`src/rtl/alu_arbiter_if.sv`:
```
// Bundle of the two requester ports and the shared-ALU hookup for alu_arbiter.
// The slave modport is the arbiter's view; master is the requester/ALU side.
interface alu_arbiter_if;
  logic        req0;
  logic [5:0]  op0;
  logic [31:0] a0;
  logic [31:0] b0;
  logic        req1;
  logic [5:0]  op1;
  logic [31:0] a1;
  logic [31:0] b1;
  logic        done0;
  logic        done1;
  logic [31:0] result;
  logic        zero;
  logic        busy;
  logic [5:0]  alu_op;
  logic [31:0] alu_a;
  logic [31:0] alu_b;
  logic [31:0] alu_result;
  logic        alu_zero;

  modport slave (
    input  req0, op0, a0, b0, req1, op1, a1, b1, alu_result, alu_zero,
    output done0, done1, result, zero, busy, alu_op, alu_a, alu_b
  );

  modport master (
    output req0, op0, a0, b0, req1, op1, a1, b1, alu_result, alu_zero,
    input  done0, done1, result, zero, busy, alu_op, alu_a, alu_b
  );
endinterface

```
`src/rtl/alu_arbiter.sv`:
```
// Round-robin arbiter letting two requesters share one combinational ALU.
// Operands are latched at grant so the ALU never sees live requester inputs.
//
// state | meaning
// IDLE  | waiting for req0/req1, ALU operands hold the last latched values
// EXEC  | latched operands on the ALU, cnt counts down to the capture cycle
// RESP  | result captured, owner's done pulses, last grant recorded
module alu_arbiter #(
  parameter int unsigned EXEC_CYCLES = 1
) (
  input logic       clk,
  input logic       reset_n,
  alu_arbiter_if.slave bus
);

  typedef enum logic [1:0] {IDLE, EXEC, RESP} stateT;

  stateT      state;
  logic [3:0] cnt;
  logic       owner;
  logic       lastGrant;
  logic       grantPort;

  // Sole requester wins; on a tie the port not served last goes first.
  assign grantPort = (bus.req0 && bus.req1) ? ~lastGrant : bus.req1;

  always_ff @(posedge clk or negedge reset_n) begin
    if (!reset_n) begin
      state      <= IDLE;
      cnt        <= 4'd0;
      owner      <= 1'b0;
      lastGrant  <= 1'b1;
      bus.done0  <= 1'b0;
      bus.done1  <= 1'b0;
      bus.busy   <= 1'b0;
      bus.result <= 32'd0;
      bus.zero   <= 1'b0;
      bus.alu_op <= 6'd0;
      bus.alu_a  <= 32'd0;
      bus.alu_b  <= 32'd0;
    end else begin
      case (state)
        IDLE: begin
          if (bus.req0 || bus.req1) begin
            owner      <= grantPort;
            bus.alu_op <= grantPort ? bus.op1 : bus.op0;
            bus.alu_a  <= grantPort ? bus.a1  : bus.a0;
            bus.alu_b  <= grantPort ? bus.b1  : bus.b0;
            cnt        <= 4'(EXEC_CYCLES - 1);
            bus.busy   <= 1'b1;
            state      <= EXEC;
          end
        end
        EXEC: begin
          if (cnt == 4'd0) begin
            bus.result <= bus.alu_result;
            bus.zero   <= bus.alu_zero;
            bus.done0  <= ~owner;
            bus.done1  <= owner;
            state      <= RESP;
          end else begin
            cnt <= cnt - 4'd1;
          end
        end
        RESP: begin
          bus.done0 <= 1'b0;
          bus.done1 <= 1'b0;
          bus.busy  <= 1'b0;
          lastGrant <= owner;
          state     <= IDLE;
        end
        default: state <= IDLE;
      endcase
    end
  end

endmodule
```
`src/flat_wrapper.sv`:
```
// flat-port wrapper written by rule: the top's interface ports become plain ports
module alu_arbiter_flat 
#(
  parameter int unsigned EXEC_CYCLES = 1
)
  (clk, reset_n, bus_req0, bus_op0, bus_a0, bus_b0, bus_req1, bus_op1, bus_a1, bus_b1, bus_alu_result, bus_alu_zero, bus_done0, bus_done1, bus_result, bus_zero, bus_busy, bus_alu_op, bus_alu_a, bus_alu_b);
  alu_arbiter_if bus_i ();
  input logic clk;
  input logic reset_n;
  input wire logic [$bits(bus_i.req0)-1:0] bus_req0;
  input wire logic [$bits(bus_i.op0)-1:0] bus_op0;
  input wire logic [$bits(bus_i.a0)-1:0] bus_a0;
  input wire logic [$bits(bus_i.b0)-1:0] bus_b0;
  input wire logic [$bits(bus_i.req1)-1:0] bus_req1;
  input wire logic [$bits(bus_i.op1)-1:0] bus_op1;
  input wire logic [$bits(bus_i.a1)-1:0] bus_a1;
  input wire logic [$bits(bus_i.b1)-1:0] bus_b1;
  input wire logic [$bits(bus_i.alu_result)-1:0] bus_alu_result;
  input wire logic [$bits(bus_i.alu_zero)-1:0] bus_alu_zero;
  output wire logic [$bits(bus_i.done0)-1:0] bus_done0;
  output wire logic [$bits(bus_i.done1)-1:0] bus_done1;
  output wire logic [$bits(bus_i.result)-1:0] bus_result;
  output wire logic [$bits(bus_i.zero)-1:0] bus_zero;
  output wire logic [$bits(bus_i.busy)-1:0] bus_busy;
  output wire logic [$bits(bus_i.alu_op)-1:0] bus_alu_op;
  output wire logic [$bits(bus_i.alu_a)-1:0] bus_alu_a;
  output wire logic [$bits(bus_i.alu_b)-1:0] bus_alu_b;
  assign bus_i.req0 = bus_req0;
  assign bus_i.op0 = bus_op0;
  assign bus_i.a0 = bus_a0;
  assign bus_i.b0 = bus_b0;
  assign bus_i.req1 = bus_req1;
  assign bus_i.op1 = bus_op1;
  assign bus_i.a1 = bus_a1;
  assign bus_i.b1 = bus_b1;
  assign bus_i.alu_result = bus_alu_result;
  assign bus_i.alu_zero = bus_alu_zero;
  assign bus_done0 = bus_i.done0;
  assign bus_done1 = bus_i.done1;
  assign bus_result = bus_i.result;
  assign bus_zero = bus_i.zero;
  assign bus_busy = bus_i.busy;
  assign bus_alu_op = bus_i.alu_op;
  assign bus_alu_a = bus_i.alu_a;
  assign bus_alu_b = bus_i.alu_b;
  alu_arbiter #(.EXEC_CYCLES(EXEC_CYCLES)) u_core (.clk(clk), .reset_n(reset_n), .bus(bus_i));
endmodule
```
`config.mk`:
```
export PLATFORM = sky130hd
export DESIGN_NAME = alu_arbiter_flat
export DESIGN_NICKNAME = d
export VERILOG_FILES = /design/src/rtl/alu_arbiter_if.sv /design/src/rtl/alu_arbiter.sv /design/src/flat_wrapper.sv
export SDC_FILE = /design/constraint.sdc
export NUM_CORES = 1
export LEC_CHECK = 0
export CORE_UTILIZATION = 30
export CTS_BUF_LIST = sky130_fd_sc_hd__clkbuf_8 sky130_fd_sc_hd__clkbuf_16
export CTS_CLUSTER_DIAMETER = 60
export CTS_CLUSTER_SIZE = 16
export DETAILED_ROUTE_END_ITERATION = 10
export PLACE_DENSITY = 0.69
export SLEW_MARGIN = 20
export SYNTH_ARGS = -nofsm -noshare
export SYNTH_HDL_FRONTEND = slang
export SYNTH_SLANG_ARGS = --single-unit
```
`constraint.sdc`:
```
create_clock -name clk -period 2.38 [get_ports clk]
set_input_delay 0.357 -clock clk [delete_from_list [all_inputs] [get_ports clk]]
set_output_delay 0.357 -clock clk [all_outputs]
set_load 0.1 [all_outputs]
```
# == Word-level counts from Yosys, hierarchy flattened ==
# Cells that the tools add are included.
# totals
ff_bits,114
in_bits,177
output_inout_bits,106
elab_cells,49
# op_classes
addsub,1
eq_ne,5
mux,16
bitwise,2
reduce_logical,13
# op_table
op,n
32-bit two-way mux,2
2-bit AND reduction,5
4-bit two-way mux,2
4-bit case mux with 2 select lines,1
6-bit two-way mux,1
1-bit case mux with 2 select lines,3
2-bit nonzero test,3
4-bit zero test,1
1-bit two-way mux,4
2-bit two-way mux,2
2-bit by 1-bit inequality test with 1-bit output (second input constant),2
2-bit case mux with 2 select lines,1
4-bit by 1-bit subtractor with 4-bit output (second input constant),1
3-bit AND reduction,1
2-bit by 1-bit == test with 1-bit output (second input constant),1
2-bit == test (second input constant),1
2-bit zero test,1
2-bit inequality test (second input constant),1
1-bit NOT,2
1-bit logical AND,1
1-bit logical OR,1

# == Depth between registers and ports, before layout ==
# Gate-level depths: netlist (run 1).
# logic_depth
depth_word,3
ltp_mapped,6
depth_no_buf,5

# == Worst setup path after synthesis (run 1) ==
# No wires, ideal clock.
# synth_path
kind,register -> register
start,reg u_core.cnt[0]
end,reg u_core.bus.result[10]
setup_time_ns,0.125
t_arrival_ns,1.447
setup_slack_ns,0.807
path_stages_with_launch,7
path_buffers,1
path_cell_list,dfrtp_1 > inv_1 > ha_1 > nor3b_4 > nand2_4 > buf_6 > mux2_4
# synth_between
elab_chain_cells,2
# synth_rtl
element,line_no,rtl
"start, declared",alu_arbiter.sv:19,logic [3:0] cnt;
"start signal, assigned",alu_arbiter.sv:49,cnt <= 4'(EXEC_CYCLES - 1);
"start signal, assigned",alu_arbiter.sv:62,cnt <= cnt - 4'd1;
4-bit zero test,alu_arbiter.sv:55,if (cnt == 4'd0) begin
2-bit AND reduction (no line),--,
"end signal, assigned",alu_arbiter.sv:56,bus.result <= bus.alu_result;
"end, declared",alu_arbiter_if.sv:25,"output done0, done1, result, zero, busy, alu_op, alu_a, alu_b"
# No other way between the ends.
# A chain may end at the register's enable or synchronous reset.

# == Worst setup path after layout (run 1) ==
# layout_path
start,reg u_core.cnt[0]
end,reg u_core.bus.result[30]
# Same word-level chain as after synthesis.

==> results.json, run 1 <==
{
  "status": "finished clean",
  "drt_pass1_iterations": 4,
  "antenna_found_initial": 0,
  "ys_async_sr_fraction_pct": 100.0,
  "drc_errors": 0,
  "hold_class": "flop to flop",
  "maxSlewHeadroom_pct": 56.85,
  "tns_ns": 0,
  "syn_nets": 689,
  "diodes": 0,
  "start_util_pct": 30.81,
  "via_per_inst": 4.730,
  "clock_latency_ns": 0.41,
  "synth_edf_count": 0,
  "ys_top_cells_by_area": "dfrtp_1 55%, nand2_1 11%, a31oi_1 8.6%, mux2_4 7.9%, a21oi_1 7.0%",
  "min_period_ns": 1.925,
  "die_h_um": 132.5,
  "ys.flop_type": "dfrtp_1",
  "die-area_um2": 17560,
  "synthCells": 510,
  "rows": 47,
  "yosys.area_share.adder_pct": 0.4897,
  "yosys-top-cells-count": "147 x nand2_1, 113 x dfrtp_1, 71 x a21oi_1",
  "wirelength_mm": 16.18,
  "synth_top_family_by_area": "compound AO/OA/AOI/OAI gates",
  "first_iter_violations": 292,
  "fin_util_pct": 51.44,
  "finClkSkew_ns": 0.003845,
  "wl_per_cell_um": 15.97,
  "cts_resized": 0,
  "vias": 4791,
  "drive_above_1_share_pct": 23.71,
  "yosys_warnings": 0,
  "dp_hpwl_mm": 10.77,
  "fin_ws_ns": 0.4547,
  "io_buffers": 282,
  "tightest_slew_ns": 0.6472,
  "synth-simple-area-share_pct": 12.51,
  "place.gp.congestion": 0.7703,
  "boundaryPins": 283,
  "yosysSeqAreaShare_pct": 55.85,
  "clock_sinks": 114,
  "overflow": 0,
  "gr-usage-all-layers_pct": 18.95,
  "synth_most_common_cell": "nand2_1",
  "cap_violations": 0,
  "holdWs_ns": 0.4389,
  "pre_cts_slack_ns": 0.3449,
  "ant_nets": 0,
  "fin_crit_sh_pct": 80.90,
  "core_um2": 16580,
  "cts.clk_slew.worst_paths_ns": 0.05,
  "yosys.area_share.xor_xnor_pct": 0.1714,
  "path_max_fanout": 36,
  "grt_pass1_vias": 4752,
  "cp-end-kind": "flop",
  "synth_cell_type_count": 31,
  "syn_area_um2": 5110,
  "finalHoldViolations": 0,
  "cts_buffers": 17,
  "cts_htree_levels": 4,
  "synthMuxAreaShare_pct": 9.843,
  "setup_viol_count_final": 0,
  "cts_buffer_depth": 2,
  "cts-root-buf": "clkbuf_16",
  "path_class": "flop to flop",
  "syn_to_final_growth_pct": 66.94,
  "yosys.area.top_type": "dfrtp_1",
  "finalNetCount": 959,
  "cp.required_ns": 2.66,
  "dieWidth_um": 132.5,
  "grt_max_degree": 75,
  "synth-seq-cells": 114,
  "worstPathArrival_ns": 2.21,
  "synth-compound-area-share_pct": 17.02,
  "critPathLaunchType": "flop",
  "grt_pass1_wl_mm": 25.90,
  "slew_violations": 0,
  "max_freq_ghz": 0.5194,
  "cts_tree": "yes",
  "syn_avg_cell_area_um2": 10.02,
  "post-synth-top-area-fraction_pct": 55.34,
  "rsz0062_at_grt": "no"
}
registers in the layout, indices dropped and copies added, names as in the netlist:
signal	cells
u_core.bus.alu_op	6
u_core.bus.busy	1
u_core.bus.done0	1
u_core.bus.result	32
u_core.bus.alu_b	32
u_core.bus.zero	1
u_core.bus.alu_a	32
u_core.cnt	4
u_core.state	2
u_core.bus.done1	1
u_core.lastGrant	1
u_core.owner	1
final timing paths:
path,start,to,slack [ns],cells past startpoint
setup / recovery,u_core.cnt[0],u_core.bus.result[30],0.45,5
hold / removal,u_core.owner,u_core.bus.done0,0.44,1
setup reg to reg,u_core.cnt[0],u_core.bus.result[30],0.45,5
hold reg to reg,u_core.owner,u_core.bus.done0,0.44,1
max in group asynchronous,reset_n,u_core.bus.alu_b[20],1.27,3
min in group asynchronous,reset_n,u_core.cnt[0],0.53,3
layout make-up:
type | count | area (um^2)
fillers | 1539 | 8053
flip-flops and latches | 114 | 2854
repair buffers | 293 | 2690
multi-input cells | 349 | 2062
clock buffers | 20 | 466.7
well taps | 220 | 275.3
clock inverters | 12 | 163.9
inverters | 5 | 18.77
worst max-delay path, stage by stage (launching register included):
cell     delay [ns]
dfrtp_1        0.41
inv_1          0.09
ha_1           0.16
nor3b_4        0.28
nand2_4        0.40
mux2_4         0.44
through the flow:
step                      instances  cell area (um^2)
after floorplan                 510              5110
after global placement          980              7890
after detailed placement        980              7890
final                          1013              8531
after CTS                      1013              8531
after global routing           1013              8531
logic make-up after synthesis:
kind of cell,count (synthesis)
AO/OA/AOI/OAI,151
XOR/XNOR,1
adder cells (fa/ha/maj),2
buffers and inverters,47
flip-flops,114
multiplexers,36
AND/OR/NAND/NOR,159
metal layers:
layer	wire length [um]	share of wire [%]	GRT usage (%)
met5	0	0	0
met4	147	0.91	4.534
met3	1319	8.2	7.241
met2	7889	49	31.81
met1	6818	42	22.84
cell usage in the layout, fill, tap and decap left out, types with 6 or more instances in the layout:
master / netlist / final
clkdlybuf4s50_1: 0 / 175
nand2_1: 147 / 147
buf_4: 0 / 113
dfrtp_1: 113 / 113
a21oi_1: 71 / 71
a31oi_1: 70 / 70
mux2_4: 27 / 27
clkbuf_16: 0 / 17
inv_1: 5 / 8
mux2_2: 6 / 6
repair_timing:
item,4_1_cts,5_1_grt
endpoints found under the setup margin,0,0
setup buffers,0,0
hold buffers,1,0
endpoints found under the hold margin,65,0
Power of run 1 is left out: the tool's default activity adds up to more than one toggle a clock period on the data nets, which glitch-free logic cannot reach.
==> inputs of run 2 (changes only) <==
--- a/config.mk
+++ b/config.mk
@@ -10,7 +10,7 @@
 export CTS_CLUSTER_DIAMETER = 60
 export CTS_CLUSTER_SIZE = 16
 export DETAILED_ROUTE_END_ITERATION = 10
-export PLACE_DENSITY = 0.69
+export PLACE_DENSITY = 0.71
 export SLEW_MARGIN = 20
 export SYNTH_ARGS = -nofsm -noshare
 export SYNTH_HDL_FRONTEND = slang
==> constraint.sdc (replaced) <==
create_clock -name clk -period 1.6 [get_ports clk]
set_input_delay 0.24 -clock clk [delete_from_list [all_inputs] [get_ports clk]]
set_output_delay 0.24 -clock clk [all_outputs]
set_load 0.1 [all_outputs]
==> results.json, run 2 (synthesized netlist as in run 1, its figures left out) <==
{
  "multi_input_area_um2": 2074,
  "gr-usage-all-layers_pct": 19.44,
  "rows": 47,
  "cts-root-buf": "clkbuf_16",
  "cts_buffers": 17,
  "slew_violations": 0,
  "worstPathArrival_ns": 1.89,
  "setup_viol_count_final": 2,
  "vias": 4932,
  "ff_latch_area_um2": 2854,
  "grt_pass1_wl_mm": 26.58,
  "cts_buffer_depth": 2,
  "die-area_um2": 17560,
  "antenna_found_initial": 0,
  "rsz0062_at_grt": "yes",
  "cap_violations": 0,
  "drt_pass1_iterations": 4,
  "cp.required_ns": 1.88,
  "finClkSkew_ns": 0.009765,
  "syn_to_final_growth_pct": 96.08,
  "stdcell_count": 1028,
  "cp-end-kind": "flop",
  "io_buffers": 282,
  "diodes": 0,
  "boundaryPins": 283,
  "path_max_fanout": 18,
  "overflow": 0,
  "die_h_um": 132.5,
  "place.gp.congestion": 0.7728,
  "fin_ws_ns": -0.003375,
  "top_regs": "u_core.bus.alu_a: 32 flops, u_core.bus.alu_b: 32 flops, u_core.bus.result: 32 flops",
  "n_fill_cell": 1338,
  "core_um2": 16580,
  "drive_above_1_share_pct": 25.62,
  "wirelength_mm": 16.66,
  "violations": "negative setup slack",
  "crit_family": "flip-flops",
  "critPathLaunchType": "flop",
  "cts_tree": "yes",
  "start_util_pct": 30.81,
  "path_cells": "inv_2 > ha_4 > nor3b_4 > nand2_4 > buf_12 > mux2_4",
  "finalNetCount": 974,
  "layout_commonest_cell": "clkdlybuf4s50_1",
  "max_freq_ghz": 0.6237,
  "tightest_slew_ns": 0.6118,
  "drc_errors": 0,
  "wl_per_cell_um": 16.20,
  "crit_path_max_incr_delay_ns": 0.39,
  "clock_sinks": 114,
  "status": "complete, but fails checks",
  "finalHoldViolations": 0,
  "placed_cells": 992,
  "min_period_ns": 1.603,
  "cts_htree_levels": 4,
  "clock_latency_ns": 0.41,
  "cts.clk_slew.worst_paths_ns": 0.06,
  "fin_util_pct": 60.42,
  "crit_buf_inv": 2,
  "grt_pass1_vias": 4983,
  "tns_ns": -0.005567,
  "ant_nets": 0,
  "hold_class": "primary input to flop",
  "first_iter_violations": 214,
  "maxSlewHeadroom_pct": 59.21,
  "fin_crit_sh_pct": 100.2,
  "grt_max_degree": 67,
  "final_cell_mix": "175 x clkdlybuf4s50_1, 147 x nand2_1, 116 x buf_12",
  "via_per_inst": 4.798,
  "slowest_stage": "dfrtp_1",
  "dieWidth_um": 132.5,
  "dp_hpwl_mm": 11.87,
  "path_class": "flop to flop"
}
[run 2: cell count changes in the layout (fill, tap and decap cells not counted), moves of 3 or more]
cell / delta
inv_1: -3
buf_4: -99
bufinv_16: -3
clkinv_2: +4
buf_12: +112
[run 2: final cells by class]
type | instances | area share [%]
Multi-Input combinational cell | 349 | 20.70
Tap cell | 220 | 2.747
Inverter | 5 | 0.1873
Sequential cell | 114 | 28.48
Timing Repair Buffer | 308 | 42.31
Clock buffer | 20 | 4.658
Clock inverter | 12 | 0.9116
[run 2: routing by layer]
| layer | global-route usage (%) | share of wire [%] |
|---|---|---|
| met1 | 23.42 | 40 |
| met4 | 6.513 | 2.0 |
| met5 | 0 | 0 |
| met2 | 31.73 | 49 |
| met3 | 7.548 | 8.4 |
[run 2: final timing paths]
check	startpoint	endpoint	slack, ns	cells past startpoint
setup reg to reg	u_core.cnt[0]	u_core.bus.result[9]	-0.003	6
min in group asynchronous	reset_n	u_core.bus.result[17]	0.42	3
hold reg to reg	u_core.owner	u_core.bus.done0	0.44	1
max in group asynchronous	reset_n	u_core.bus.alu_b[18]	0.63	3
setup / recovery	u_core.cnt[0]	u_core.bus.result[9]	-0.003	6
hold / removal	bus_a0[9]	u_core.bus.alu_a[9]	0.39	3
[run 2: timing repair]
action                                 CTS  global route
hold buffers                             1             0
buffers inserted                         0             1
endpoints found under the hold margin  113             0
setup endpoints to repair                0            33
gates resized for setup                  0             4
[run 2: per-stage QoR]
stage | setup WS, ns | area (um^2) | hold WS (ns)
after floorplan | 0.02728 | 5110 | -0.05559
after global placement | -0.1199 | 9382 | 0.2797
after detailed placement | -0.1375 | 9382 | 0.2785
after CTS | 0.02794 | 9950 | 0.3758
after global routing | -0.05899 | 10020 | 0.3840
final | -0.003375 | 10020 | 0.3923
[run 2: tightest hold or removal path: cells and delay by family]
kind,cells,cell delay (ns)
buffers and inverters,1,0.40
AND/OR/NAND/NOR,1,0.06
AO/OA/AOI/OAI,1,0.07
Power of run 2 is left out for the same reason.
==> RTL edit 1, RTL diff (settings of run 1) <==
Encoding of `stateT`: now one-hot (3 bits for 3 states).
--- a/src/rtl/alu_arbiter.sv
+++ b/src/rtl/alu_arbiter.sv
@@ -14,5 +14,5 @@
 );
 
-  typedef enum logic [1:0] {IDLE, EXEC, RESP} stateT;
+  typedef enum logic [2:0] {IDLE = 3'b001, EXEC = 3'b010, RESP = 3'b100} stateT;
 
   stateT      state;
Function: same outputs for any inputs over 4 cycles, from zero or initial values and one cycle with reset_n low; so few cycles prove little.
==> RTL edit 1 against run 1 <==
  * First-iteration DRC count is 60% lower
  * Sequential cell count is 1 higher
  * Area after synthesis is 6.9% higher
  * Final area is 4.8% higher
  * Wire length is 13% lower
  * Worst setup slack worse by 84 ps
  * Critical endpoint is now u_core.bus.result[31]
Power is left out: the tool's default activity adds up to more than one toggle a clock period on the data nets, which glitch-free logic cannot reach.
==> RTL edit 1: results (changes against run 1) <==
- Filler instances: 1500 (-2.5%)
- Worst Skew: 8.429 ps (+4.584 ps)
- Status: complete, no violations
- Compound-Gate Fraction of Synth Area: 2.061% (-15 points)
- Met1 Wirelength: 5356 um (-21%)
- Signal buffers: 298 (+1.7%)
- Crit path arrival time: 2300 ps (+90 ps)
- DR WL met3: 1183 um (-10%)
- Hold worst-path end: u_core.bus.alu_b[3]
- RePlAce Congestion: 0.7161 (-7.0%)
- Worst hold slack: 480.9 ps (+41.98 ps)
- Post-route insts no fill: 884 (-13%)
- CP max FO: 34 (-5.6%)
- Post-synthesis sequential area ratio: 52.73% (-3.1 points)
- Final core occ: 50.98% (-0.46 points)
- First-pass GRT wire length: 21360 um (-18%)
- Clock tree sinks: 115 (+0.88%)
- Post-Synth XOR/XNOR Area: 0% (-0.17 points)
- CLK BUF: 22 (+10%)
- Mux contribution to synthesized area: 38.55% (+29 points)
- Met2 wire len: 7284 um (-7.7%)
- Nets@finish: 825 (-14%)
- Share of cells above drive strength 1: 50.53% (+27 points)
- Sequential share of cell area: 32.21% (-1.2 points)
- Vias in the first global route: 4239 (-11%)
- Largest net degree at the start of global routing: 54 (-28%)
- Library cells used by synthesis: 32 (+3.2%)
- Met2 Usage GRT: 27.27% (-4.5 points)
[RTL edit 1: cell types whose count changed in the layout (fill, tap and decap cells not counted), sizes merged, moves of 3 or more]
cell / run 1 / this run
nand2b: 3 / 0
nor3b: 1 / 5
mux2i: 3 / 0
nor3: 3 / 0
a21oi: 71 / 2
a31oi: 70 / 0
nand2: 148 / 1
buf: 117 / 122
mux2: 33 / 174
or3b: 0 / 3
[RTL edit 1: worst max path at each step]
stage               slack (ps)          start               endpoint  cells past startpoint
global route               270  u_core.cnt[0]  u_core.bus.result[31]                      7
global placement           190       bus_req1   u_core.bus.alu_a[30]                      6
CTS                        390  u_core.cnt[0]  u_core.bus.result[31]                      7
detailed placement         140       bus_req1   u_core.bus.alu_a[28]                      6
finish                     370  u_core.cnt[0]  u_core.bus.result[31]                      7
floorplan                  580  u_core.cnt[0]  u_core.bus.result[10]                      6
[RTL edit 1: what timing repair did]
action / CTS / global route
hold endpoints to repair: 39 / 0
gates resized for setup: 0 / 0
hold buffers: 1 / 0
==> RTL edit 2, RTL diff (config.mk and constraints of run 1) <==
Without the edit above. Reset style: synchronous (`reset_n`), changed in one clocked block.
--- a/src/rtl/alu_arbiter.sv
+++ b/src/rtl/alu_arbiter.sv
@@ -25,5 +25,5 @@
   assign grantPort = (bus.req0 && bus.req1) ? ~lastGrant : bus.req1;
 
-  always_ff @(posedge clk or negedge reset_n) begin
+  always_ff @(posedge clk) begin
     if (!reset_n) begin
       state      <= IDLE;
Function: differs if reset_n is asserted again (counterexample within 4 cycles, from zero or initial values and one cycle with reset_n low); with reset_n held inactive, the same outputs for 4 cycles.
==> RTL edit 2 against run 1 <==
  * Final area shrank 3.1%
  * Count of clock-buffer cells in the layout grew 1
  * Die area shrank 2.3%
  * Area after synthesis shrank 2.4%
  * Wire length grew 6.1%
  * Non-clock buffer count grew 1
  * Worst setup slack gained 210 ps
  * Highest routed layer unchanged
  * Worst hold slack lost 92 ps
  * Largest cell class is now non-clock buffers
  * Critical path depth grew 1
  * Sequential cell count is the same
==> RTL edit 2: results (changes against run 1) <==
- Final wirelength: 17160 um (+6.1%)
- Met2 wire len: 8542 um (+8.3%)
- DR WL met3: 973 um (-26%)
- Top flop regs: u_core.bus.alu_a: 32 flops, u_core.bus.alu_b: 32 flops, u_core.bus.result: 32 flops
- Top-count cell post-synth: nand2_1
- 1st-pass router iterations: 5 (+1)
- Num CTS Buffers: 17 (unchanged)
- Clk root buf: clkbuf_16
- Vias: 5251 (+9.6%)
- VDD IR max: 0.5218 mV
- Crit path arrival time: 2050 ps (-160 ps)
- Initial antenna violation count: 1 (+1)
- Skew-Pair Late Insertion Delay: 410 ps (about the same)
- Ys flop type: dfxtp_1
- Port bufs: 282 (unchanged)
- Vias in the first global route: 4847 (+2.0%)
- First-pass GRT wire length: 25270 um (-2.4%)
- P_leak: 3.418 nW
- Syn nets: 777 (+13%)
- Met1 Wirelength: 7148 um (+4.8%)
- Dpl ws: 393.1 ps (+48.19 ps)
- Post-synthesis sequential area ratio: 45.75% (-10 points)
- CTS Hold Buffers Added: 0 (-1)
- Detailed Place HPWL: 11510 um (+6.9%)
- H-Tree Depth: 4 (unchanged)
- Library cells used by synthesis: 35 (+13%)
- Total global-route track usage: 19.53% (+0.58 points)
- Register clock-pin slew on the reported worst setup and hold paths: 50 ps (about the same)
- Post-CTS Repair Setup Buffers: 0 (unchanged)
- RePlAce Congestion: 0.7479 (-2.9%)
- Top post-synthesis cells by count: nand2_1, dfxtp_1, a21oi_1, a311oi_1, mux2i_1
- Top post-synthesis cells by area: dfxtp_1, nand2_1, a311oi_1
- Share of cells above drive strength 1: 18.03% (-5.7 points)
- Filler instances: 1511 (-1.8%)
- Post-CTS Resized: 0 (unchanged)
- Max Cap Viol: 0 (unchanged)
- Worst Tran Pin Value: 692.9 ps (+45.70 ps)
- Yosys Warn Count: 0 (unchanged)
- Max Root-Sink Buffers: 2 (unchanged)
- DR iter-0 viols: 276 (-5.5%)
- Psw: 2.880 mW
- Top Metal Used: met4
- Nets@finish: 1032 (+7.6%)
- HP Class: input pin to register
- CP max FO: 36 (unchanged)
- Asr flop ratio synth: 0% (-100 points)
- Largest net degree at the start of global routing: 75 (unchanged)
- Worst Skew: 8.775 ps (+4.930 ps)
- Final Critical Period: 1718 ps (-207.7 ps)
- Status: complete, no violations
- R2r setup slk: 660 ps (+210 ps)
[RTL edit 2: cell count changes after synthesis, sizes merged, moves of 5 or more]
cell / run 1 / this run
nand2: 148 / 209
a31oi: 70 / 0
a311oi: 0 / 70
dfrtp: 113 / 0
mux2i: 3 / 36
dfxtp: 0 / 114
clkbuf: 24 / 19
buf: 18 / 39
mux2: 33 / 0
[RTL edit 2: area by class of cell]
class / instances / share of cell area, %
antenna: 1 / 0.03028
clock buffer: 21 / 5.815
clock inverter: 10 / 1.136
inverter: 4 / 0.1817
multi-input combinational: 422 / 29.06
sequential: 114 / 27.62
tap: 216 / 3.271
timing repair buffer: 294 / 32.89
[RTL edit 2: path summary, 6_finish.rpt]
path                    startpoint                     to  cells after the start
min reg2reg  u_core.bus.result[25]  u_core.bus.result[25]                      2
max                  u_core.cnt[0]   u_core.bus.result[6]                      6
max reg2reg          u_core.cnt[0]   u_core.bus.result[6]                      6
min                        reset_n          u_core.cnt[0]                      4
[RTL edit 2: through the flow]
stage                     power, mW  utilization [%]  area [um^2]  std cells  hold slack, ps
after global placement        4.880            47.87         7686       1050           444.1
final                         7.339            51.46         8263       1082           346.9
after global routing          7.621            51.46         8263       1082           351.3
after detailed placement      4.895            47.87         7686       1050           447.3
after CTS                     7.403            51.44         8260       1081           324.9
after floorplan               4.139                -         4989        598           451.6
[RTL edit 2: worst max-delay path, cell delays in order (launching register included)]
cell	delay, ps
dfxtp_1	320
inv_1	80
ha_1	180
nor3b_2	320
nor2b_4	230
buf_12	260
mux2i_1	230
[RTL edit 2: per-layer routing]
layer	global-route usage, %	up-vias
li1	-	2619
met1	22.85	2433
met2	32.40	164
met3	4.845	35
met4	11.49	0
met5	0	-
[RTL edit 2: cell families (layout without fill, tap and decap cells)]
family,Yosys count,count (layout),share of synthesized area (%)
multiplexers,36,36,7.224
buffers and inverters,62,329,6.671
other,0,1,0
flip-flops,114,114,45.75
AND/OR/NAND/NOR,231,231,18.59
adder cells (fa/ha/maj),2,2,0.5016
AO/OA/AOI/OAI,153,153,21.27
[RTL edit 2: power groups by stage]
stage | clock network (mW) | registers (mW) | logic (mW)
2_1_floorplan | 0 | 3.60 | 0.539
3_5_place_dp | 0 | 2.25 | 2.64
5_1_grt | 2.64 | 2.24 | 2.74
6_report | 2.49 | 2.22 | 2.63
3_3_place_gp | 0 | 2.25 | 2.63
4_1_cts | 2.54 | 2.22 | 2.64
